<file path="src/rtl/store_unit.sv">
// Store formatter: turns a byte-addressed SB/SH/SW request into one or two
// word-aligned memory writes with byte enables, handshaking with the core.
//   state | meaning
//   IDLE  | ready for a request; outputs quiet
//   BEAT0 | driving the lower (or only) word write until granted
//   BEAT1 | driving the upper word of a boundary-crossing store
module store_unit #(
  parameter int ADDR_WIDTH = 32
) (
  input  logic                  clk,
  input  logic                  resetn,
  input  logic                  st_valid,
  output logic                  st_ready,
  input  logic [ADDR_WIDTH-1:0] st_addr,
  input  logic [31:0]           st_data,
  input  logic [2:0]            st_funct3,
  output logic                  st_done,
  output logic                  st_err,
  output logic                  mem_req,
  output logic [ADDR_WIDTH-1:0] mem_addr,
  output logic [31:0]           mem_wdata,
  output logic [3:0]            mem_be,
  input  logic                  mem_gnt
);

  typedef enum logic [1:0] {IDLE, BEAT0, BEAT1} state_t;

  state_t                state_q, state_d;
  logic                  mem_req_q, mem_req_d;
  logic [ADDR_WIDTH-1:0] mem_addr_q, mem_addr_d;
  logic [31:0]           mem_wdata_q, mem_wdata_d;
  logic [3:0]            mem_be_q, mem_be_d;
  logic [ADDR_WIDTH-1:0] hi_addr_q, hi_addr_d;
  logic [31:0]           hi_data_q, hi_data_d;
  logic [3:0]            hi_be_q, hi_be_d;
  logic                  done_q, done_d;
  logic                  err_q, err_d;

  logic [1:0]            off;
  logic [3:0]            mask;
  logic [31:0]           dz;
  logic [7:0]            wide_be;
  logic [63:0]           wide_d;
  logic                  legal;
  logic                  accept;
  logic [ADDR_WIDTH-1:0] base_addr;

  assign st_ready  = resetn && (state_q == IDLE);
  assign accept    = st_valid && st_ready;
  assign st_done   = done_q;
  assign st_err    = err_q;
  assign mem_req   = mem_req_q;
  assign mem_addr  = mem_addr_q;
  assign mem_wdata = mem_wdata_q;
  assign mem_be    = mem_be_q;

  always_comb begin
    off   = st_addr[1:0];
    legal = 1'b1;
    mask  = 4'b0001;
    dz    = {24'b0, st_data[7:0]};
    case (st_funct3)
      3'b000: mask = 4'b0001;
      3'b001: begin
        mask = 4'b0011;
        dz   = {16'b0, st_data[15:0]};
      end
      3'b010: begin
        mask = 4'b1111;
        dz   = st_data;
      end
      default: legal = 1'b0;
    endcase
    wide_be   = {4'b0, mask} << off;
    wide_d    = {32'b0, dz} << {off, 3'b000};
    base_addr = {st_addr[ADDR_WIDTH-1:2], 2'b00};
  end

  always_comb begin
    state_d     = state_q;
    mem_req_d   = mem_req_q;
    mem_addr_d  = mem_addr_q;
    mem_wdata_d = mem_wdata_q;
    mem_be_d    = mem_be_q;
    hi_addr_d   = hi_addr_q;
    hi_data_d   = hi_data_q;
    hi_be_d     = hi_be_q;
    done_d      = 1'b0;
    err_d       = 1'b0;
    case (state_q)
      IDLE: begin
        if (accept) begin
          if (legal) begin
            state_d     = BEAT0;
            mem_req_d   = 1'b1;
            mem_addr_d  = base_addr;
            mem_wdata_d = wide_d[31:0];
            mem_be_d    = wide_be[3:0];
            // Upper beat is staged now; a zero enable mask means no split.
            hi_addr_d   = base_addr + ADDR_WIDTH'(4);
            hi_data_d   = wide_d[63:32];
            hi_be_d     = wide_be[7:4];
          end else begin
            done_d = 1'b1;
            err_d  = 1'b1;
          end
        end
      end
      BEAT0: begin
        if (mem_gnt) begin
          if (|hi_be_q) begin
            state_d     = BEAT1;
            mem_addr_d  = hi_addr_q;
            mem_wdata_d = hi_data_q;
            mem_be_d    = hi_be_q;
          end else begin
            state_d     = IDLE;
            mem_req_d   = 1'b0;
            mem_addr_d  = '0;
            mem_wdata_d = '0;
            mem_be_d    = '0;
            done_d      = 1'b1;
          end
        end
      end
      BEAT1: begin
        if (mem_gnt) begin
          state_d     = IDLE;
          mem_req_d   = 1'b0;
          mem_addr_d  = '0;
          mem_wdata_d = '0;
          mem_be_d    = '0;
          done_d      = 1'b1;
        end
      end
      default: state_d = IDLE;
    endcase
  end

  always_ff @(posedge clk) begin
    if (!resetn) begin
      state_q     <= IDLE;
      mem_req_q   <= 1'b0;
      mem_addr_q  <= '0;
      mem_wdata_q <= '0;
      mem_be_q    <= '0;
      hi_addr_q   <= '0;
      hi_data_q   <= '0;
      hi_be_q     <= '0;
      done_q      <= 1'b0;
      err_q       <= 1'b0;
    end else begin
      state_q     <= state_d;
      mem_req_q   <= mem_req_d;
      mem_addr_q  <= mem_addr_d;
      mem_wdata_q <= mem_wdata_d;
      mem_be_q    <= mem_be_d;
      hi_addr_q   <= hi_addr_d;
      hi_data_q   <= hi_data_d;
      hi_be_q     <= hi_be_d;
      done_q      <= done_d;
      err_q       <= err_d;
    end
  end

endmodule

</file>
<file path="config.mk">
export PLATFORM = sky130hd
export DESIGN_NAME = store_unit
export DESIGN_NICKNAME = d
export VERILOG_FILES = /design/src/rtl/store_unit.sv
export SDC_FILE = /design/constraint.sdc
export NUM_CORES = 1
export LEC_CHECK = 0
export CAP_MARGIN = 20
export CORE_AREA = 2 2 122 124
export DETAILED_ROUTE_END_ITERATION = 10
export DIE_AREA = 0 0 124 126
export GPL_TIMING_DRIVEN = 0
export PLACE_DENSITY = 0.74
export SETUP_SLACK_MARGIN = 0.15
export SLEW_MARGIN = 20
export SYNTH_ARGS = -nofsm -noshare
export SYNTH_HDL_FRONTEND = slang
export SYNTH_SLANG_ARGS = --single-unit
</file>
<file path="constraint.sdc">
create_clock -name clk -period 2.1 [get_ports clk]
set_clock_uncertainty 0.05 [all_clocks]
set_input_delay 0.21 -clock clk [delete_from_list [all_inputs] [get_ports clk]]
set_output_delay 0.21 -clock clk [all_outputs]
set_load 0.005 [all_outputs]
</file>
* Yosys cells after proc, flatten, opt, wreduce, memory -nomap -nowiden *
Cells that the tools add are included.

storage, ports and cells
  flip-flop bits (word level) = 141
  bits of input ports = 71
  logic and storage cells = 72

operators by class
  $add $sub $neg = 1
  equal/unequal tests = 9
  shift-type cells = 2
  multiplexer cells = 38
  reduce and logical (&&, ||, !) cells = 12

operator list
  kind                     count
  $mux W32                 9
  $pmux W32 S3             2
  $pmux W32 S2             1
  $shl A32 B5 Y64          1
  $add A32 B3 Y32 const B  1
  $mux W4                  5
  $pmux W4 S3              1
  $mux W1                  11
  $mux W2                  5
  $ne A2 B2 Y1 const B     5
  $pmux W4 S2              1
  $shl A4 B2 Y8            1
  $pmux W1 S3              2
  $pmux W2 S3              1
  $reduce_and A6 Y1        1
  $reduce_and A5 Y1        1
  $reduce_and A4 Y1        1
  $reduce_or A4 Y1         1
  $eq A3 B1 Y1 const B     1
  $eq A3 B2 Y1 const B     1
  $logic_not A3 Y1         1
  $reduce_and A3 Y1        1
  $reduce_bool A3 Y1       1
  $reduce_or A3 Y1         1
  other kinds (5)          6

* Logic depth before layout (Yosys ltp) *
Gate-level depths: netlist of run 1.

  depth after elaboration = 6
  gate-level depth with buffers = 10
  gate-level depth less buffers = 6

* Worst setup path after synthesis of run 1 *
OpenSTA, ideal clock, no wires.

  kind = reg-to-reg
  from = register state_q[1]
  to = register mem_be_q[1] (netlist: mem_be[1])
  library setup time = 119 ps
  arrival = 1977 ps
  data required time = 1931 ps
  path slack = -46 ps
  stages on the path, launching flop included = 10
  path buffers = 3
  path through = dfxtp_1 inv_1 ha_1 clkbuf_1 o21ba_2 buf_2 nor2_1 clkbuf_1 nand3_1 o221a_2

on the way
  longest elaborated chain between the ends = 5
  elaborated cells between the ends (all ways) = 12

ends and longest elaborated chain
  element                             line    text
  from (decl)                         28      state_t state_q, state_d;
  from (signal assigned)              153     state_q <= state_d;
  $logic_not A2 Y1                    48, 90
  $logic_and A1 B1 Y1                 48      assign st_ready = resetn && (state_q == IDLE);
  $logic_and A1 B1 Y1                 49      assign accept = st_valid && st_ready;
  $ne A2 B2 Y1 (no source line)       n/a
  $reduce_and A5 Y1 (no source line)  n/a
  to (signal assigned)                157     mem_be_q <= mem_be_d;
  to (decl)                           32      logic [3:0] mem_be_q, mem_be_d;

Several ways; a longest one is shown, not always the timed one.
A chain may end at the register's enable or synchronous reset.

* Worst setup path after layout of run 1 *
  from = register state_q[1]
  to = register mem_wdata_q[13] (netlist: mem_wdata[13])

on the way
  longest elaborated chain between the ends = 5
  elaborated cells between the ends (all ways) = 12

ends and longest elaborated chain
  element                             line    text
  $logic_not A2 Y1                    48, 90
  $logic_and A1 B1 Y1                 48
  $logic_and A1 B1 Y1                 49
  $ne A2 B2 Y1 (no source line)       n/a
  $reduce_and A5 Y1 (no source line)  n/a
  to (signal assigned)                156     mem_wdata_q <= mem_wdata_d;
  to (decl)                           31      logic [31:0] mem_wdata_q, mem_wdata_d;

Several ways; a longest one is shown, not always the timed one.

==> impl_metrics.json, run 1 <==
{
  "port-buffer-count": 136,
  "antennaDiodeCount": 0,
  "drc": 0,
  "dieArea_sq_um": 15620,
  "fin_crit_ns": 2.048,
  "cellPowerDensity_nw_per_um2": 753.8,
  "core_area_sq_um": 14310,
  "finalPower_uw": 7094,
  "syn_inst": 721,
  "postSynthRegisterBits": 128,
  "drive_above_1_share_pct": 20.11,
  "cp_max_fo": 8,
  "cts_buffers": 17,
  "grt_usage_pct": 28.18,
  "final.setup.tns_ns": 0,
  "pin_count": 143,
  "cts.sinks": 128,
  "fin_ws_ns": 0.05205,
  "report.final.slew_viol_count": 0,
  "clock_path_buffers": 2,
  "syn_area_per_cell_sq_um": 8.753,
  "rsz0062_at_grt": "yes",
  "hold_viol": 0,
  "async_flop_share_pct": 0,
  "cp-start-kind": "register",
  "cts_tree": "built",
  "rows": 44,
  "critPathKind": "reg -> reg",
  "status": "complete, no violations",
  "vias_per_cell": 6.216,
  "finalNonFillerCells": 1099,
  "leakagePower_uw": 0.003628,
  "hp-class": "in -> reg",
  "drt_pass1_iterations": 6,
  "wl_per_cell_um": 20.55,
  "fin_nets": 978,
  "synth_edf_count": 0,
  "initial_core_util_pct": 44.09,
  "clkLatencyLatePin_ns": 0.43,
  "die_h_um": 126,
  "dp_hpwl_um": 15110,
  "clk_pin_slew_ns": 0.06,
  "cts-root-buf": "clkbuf_16",
  "peakVddDrop_mv": 0.5853,
  "finalCritPeriodShare_pct": 97.52,
  "place_inst": 1042,
  "max_cap_viol_count": 0,
  "setup_viol": 0,
  "fmax_mhz": 488.3,
  "num_vias": 6831,
  "area_growth_pct": 49.13,
  "grt_max_degree": 17,
  "grt_pass1_vias": 6201,
  "globalplace.congestion": 0.9501,
  "grt_first_pass_wirelength_um": 33870,
  "relSlewSlack_pct": 23.95,
  "cp_data_required_time_ns": 2.41,
  "antenna_found_initial": 0,
  "endpoint_kind": "register",
  "hold-worst-slack_ns": 0.1553,
  "synth_ff_type": "dfxtp_1",
  "wl_um": 22590,
  "htreeDepth": 4,
  "die_w_um": 124,
  "ant_nets": 0,
  "final_common_cell": "dfxtp_1",
  "drt_first_iter_violations": 790,
  "final_cell_mix": "dfxtp_1, clkdlybuf4s50_1, a21oi_1, nand3_1, o21ai_0",
  "dpl_worst_slack_ns": -0.8447,
  "synth_area_sq_um": 6311,
  "synth.distinct_cells": 61,
  "ys_seq_area_share_pct": 40.60,
  "yosysWarnings": 0,
  "overflow": 0,
  "arrival_ns": 2.36,
  "worst_pin_slew_ns": 1.138
}
-- cell type report --
| cell class | instances | area [sq um] |
|---|---|---|
| buffer | 67 | 559.3 |
| inverter | 13 | 53.80 |
| tap | 184 | 230.2 |
| multi-input combinational | 513 | 3790 |
| clock buffer | 20 | 456.7 |
| clock inverter | 12 | 155.1 |
| sequential | 128 | 2570 |
| fill | 1149 | 4902 |
| timing repair buffer | 162 | 1597 |
-- registers in the layout, indices dropped and copies added, names as in the netlist --
register,count
hi_be_q,3
state_q,2
hi_data_q,24
st_err,1
mem_addr,30
st_done,1
mem_req,1
hi_addr_q,30
mem_wdata,32
mem_be,4
-- layer usage --
layer	wire length, um	GRT usage [%]	vias up
met5	0	0	-
met4	724	11.04	0
met3	2184	5.797	69
met2	10240	43.28	410
met1	9432	38.70	3229
li1	-	-	3123
-- Yosys cell counts (all sizes together), types with 2 or more instances --
cell type | n | area share, %
xor2 | 2 | 0.28
a211oi | 19 | 2.3
nand2 | 27 | 1.6
dfxtp | 128 | 41
o221a | 10 | 1.8
a31oi | 16 | 1.6
a21oi | 60 | 4.8
o21ai | 39 | 3.1
o211ai | 2 | 0.24
nor3 | 16 | 1.3
o21a | 2 | 0.24
a22oi | 24 | 2.9
and2 | 2 | 0.20
or4 | 8 | 1.1
nand3 | 51 | 4.1
a21o | 2 | 0.24
buf | 20 | 1.7
xnor2 | 14 | 1.9
nor4 | 7 | 0.99
mux2 | 5 | 0.89
a22o | 8 | 1.1
a221o | 16 | 2.5
a32oi | 16 | 2.2
a311oi | 2 | 0.28
o211a | 28 | 4.4
mux2i | 3 | 0.48
nor2b | 33 | 3.3
clkbuf | 48 | 2.9
nor3b | 3 | 0.36
nand4 | 13 | 1.5
or3 | 14 | 1.4
and4 | 2 | 0.28
or3b | 2 | 0.28
o31ai | 6 | 0.71
nor2 | 35 | 2.1
nand2b | 2 | 0.20
o2111ai | 5 | 0.69
ha | 5 | 0.99
inv | 12 | 0.71
-- worst max-delay path, cell delays in order (launching register included) --
cell and delay, ns:
dfxtp_4 0.36, inv_4 0.04, ha_4 0.15, buf_8 0.11, o21ba_4 0.19, buf_8 0.13
or4_4 0.53, buf_12 0.17, nor3_4 0.11, a221o_1 0.15
-- power breakdown --
| group | internal, uW | switching, uW |
|---|---|---|
| Combinational | 661 | 679 |
| Sequential | 2570 | 87.5 |
| Clock | 1930 | 1160 |
-- logic make-up after synthesis --
logic type	after synthesis	synth area share [%]
AOI/OAI and AO/OA	262	30.08
other	1	0.05942
xor gates and xnor gates	16	2.221
adders and majority gates	5	0.9913
DFF	128	40.60
buffers and inverters	81	5.293
muxes	8	1.368
and+or+nand+nor	220	19.39
-- path summary, 6_finish.rpt --
check | from | cells after the start | end | slack [ns]
setup / recovery | state_q[1]$_SDFFE_PN0P_ | 9 | mem_wdata[13]$_SDFFE_PN0P_ | 0.05
hold / removal | st_addr[15] | 3 | hi_addr_q[15]$_SDFFE_PN0P_ | 0.16
setup reg to reg | state_q[1]$_SDFFE_PN0P_ | 9 | mem_wdata[13]$_SDFFE_PN0P_ | 0.05
hold reg to reg | hi_data_q[10]$_SDFFE_PN0P_ | 2 | hi_data_q[10]$_SDFFE_PN0P_ | 0.41
-- metrics by stage --
| step | area (sq um) | util [%] |
|---|---|---|
| floorplan | 6421 | - |
| global placement | 8013 | 55.98 |
| detailed placement | 8013 | 55.98 |
| CTS | 9104 | 63.60 |
| global route | 9412 | 65.75 |
| finish | 9412 | 65.75 |
-- what timing repair did --
| action | CTS | global route |
|---|---|---|
| resized for setup | 99 | 73 |
| pin swaps | 8 | 22 |
| setup buffers | 14 | 10 |
| hold buffers | 0 | 0 |
| hold endpoints to repair | 0 | 0 |
| endpoints found under the setup margin | 126 | 126 |
| cloned | 2 | 0 |
No activity file was read; power rests on OpenSTA's default activity.
==> run 2, diff against run 1 <==
- SETUP_SLACK_MARGIN: 0.15 -> not set
==> run 2 against run 1 <==
Compared with the run above:
- first-iteration DRC count is 15% lower
- clock power is 2% higher
- routed wire length is 5.3% lower
- critical path type unchanged
- largest cell class unchanged
- highest routed layer unchanged
==> impl_metrics.json, run 2 (synthesis results as in run 1) <==
{
  "arrival_ns": 2.36,
  "grt_pass1_vias": 6155,
  "cp_max_fo": 8,
  "final.setup.tns_ns": 0,
  "ant_nets": 0,
  "cp-start-kind": "register",
  "die_h_um": 126,
  "grt_usage_pct": 27.14,
  "endpoint_kind": "register",
  "globalplace.congestion": 0.9255,
  "vias_per_cell": 6.150,
  "area_growth_pct": 39.51,
  "critPathKind": "reg -> reg",
  "final_cell_mix": "clkdlybuf4s50_1, dfxtp_1, a21oi_1, nand3_1, o21ai_0",
  "grt_first_pass_wirelength_um": 32840,
  "core_area_sq_um": 14310,
  "cellPowerDensity_nw_per_um2": 794.2,
  "grt_max_degree": 17,
  "fin_crit_ns": 2.045,
  "wl_um": 21390,
  "dieArea_sq_um": 15620,
  "htreeDepth": 4,
  "peakVddDrop_mv": 0.6340,
  "pin_count": 143,
  "leakagePower_uw": 0.003368,
  "overflow": 0,
  "hold_viol": 0,
  "cts-root-buf": "clkbuf_16",
  "fin_area_sq_um": 8805,
  "wl_per_cell_um": 19.90,
  "final_common_cell": "clkdlybuf4s50_1",
  "relSlewSlack_pct": 31.94,
  "rows": 44,
  "cts_buffers": 17,
  "antenna_found_initial": 0,
  "antennaDiodeCount": 0,
  "drc": 0,
  "initial_core_util_pct": 44.09,
  "max_cap_viol_count": 0,
  "hold-worst-slack_ns": 0.2165,
  "finalCritPeriodShare_pct": 97.37,
  "fin_nets": 954,
  "cp_data_required_time_ns": 2.41,
  "port-buffer-count": 136,
  "finalPower_uw": 6992,
  "clk_pin_slew_ns": 0.06,
  "drive_above_1_share_pct": 14.25,
  "clock_path_buffers": 2,
  "setup_viol": 0,
  "drt_first_iter_violations": 672,
  "fmax_mhz": 489.0,
  "cts_tree": "built",
  "hp-class": "in -> reg",
  "largest_register_ffs": 32,
  "dp_hpwl_um": 15120,
  "worst_pin_slew_ns": 1.016,
  "report.final.slew_viol_count": 0,
  "clkLatencyLatePin_ns": 0.43,
  "num_vias": 6611,
  "status": "complete, no violations",
  "die_w_um": 124,
  "drt_pass1_iterations": 5,
  "placed_area_sq_um": 7909,
  "cts.sinks": 128
}
[run 2: report_power, final]
group          internal, uW  total (uW)  leakage (uW)  switching [uW]
combinational           580        1190       0.00203             615
sequential             2570        2660       0.00104            85.7
clock                  1950        3140      0.000295            1190
[run 2: per-stage QoR]
stage                     cells  setup slack [ns]  utilization, %
after floorplan             722        -0.0006710               -
after global placement     1042           -0.7972           55.25
after detailed placement   1042           -0.9272           55.25
after CTS                  1072          0.002433           60.86
after global routing       1075          -0.01159           61.51
final                      1075           0.05515           61.51
[run 2: cell type report]
class,count,area [sq um]
clock buffers,19,452.9
plain buffers,65,349.1
well taps,184,230.2
fillers,1248,5509
flip-flops and latches,128,2565
multi-input cells,513,3590
inverters,13,48.80
clock inverters,13,175.2
repair buffers,140,1394
[run 2: per-layer routing]
metal  GRT usage (%)  up-vias  routed length [um]
met1           36.95     3143                9108
met3           6.024       49                1902
li1                -     3076                   -
met2           41.63      343                9747
met5               0        -                   0
met4           10.84        0                 633
[run 2: repair_timing]
action                                 4_1_cts  5_1_grt
resized for setup                           57       32
cloned                                       0        0
endpoints found under the hold margin        0        0
hold buffers                                 0        0
pin swaps                                    1        3
setup buffers                                1        3
setup endpoints to repair                  116       76
[run 2: critical path: stages (launching register included)]
cell	delay, ns
dfxtp_2	0.36
inv_1	0.10
ha_2	0.22
o21ba_4	0.25
or4_4	0.51
buf_8	0.16
nor3_4	0.19
a221o_1	0.14
[run 2: worst paths after layout]
path,startpoint,endpoint,slack (ns),depth (start not counted)
worst max-delay path,state_q[0]$_SDFFE_PN0P_,mem_wdata[13]$_SDFFE_PN0P_,0.06,7
worst min-delay path,st_addr[7],hi_addr_q[7]$_SDFFE_PN0P_,0.22,3
worst max register to register,state_q[0]$_SDFFE_PN0P_,mem_wdata[13]$_SDFFE_PN0P_,0.06,7
worst min register to register,hi_data_q[15]$_SDFFE_PN0P_,hi_data_q[15]$_SDFFE_PN0P_,0.41,2
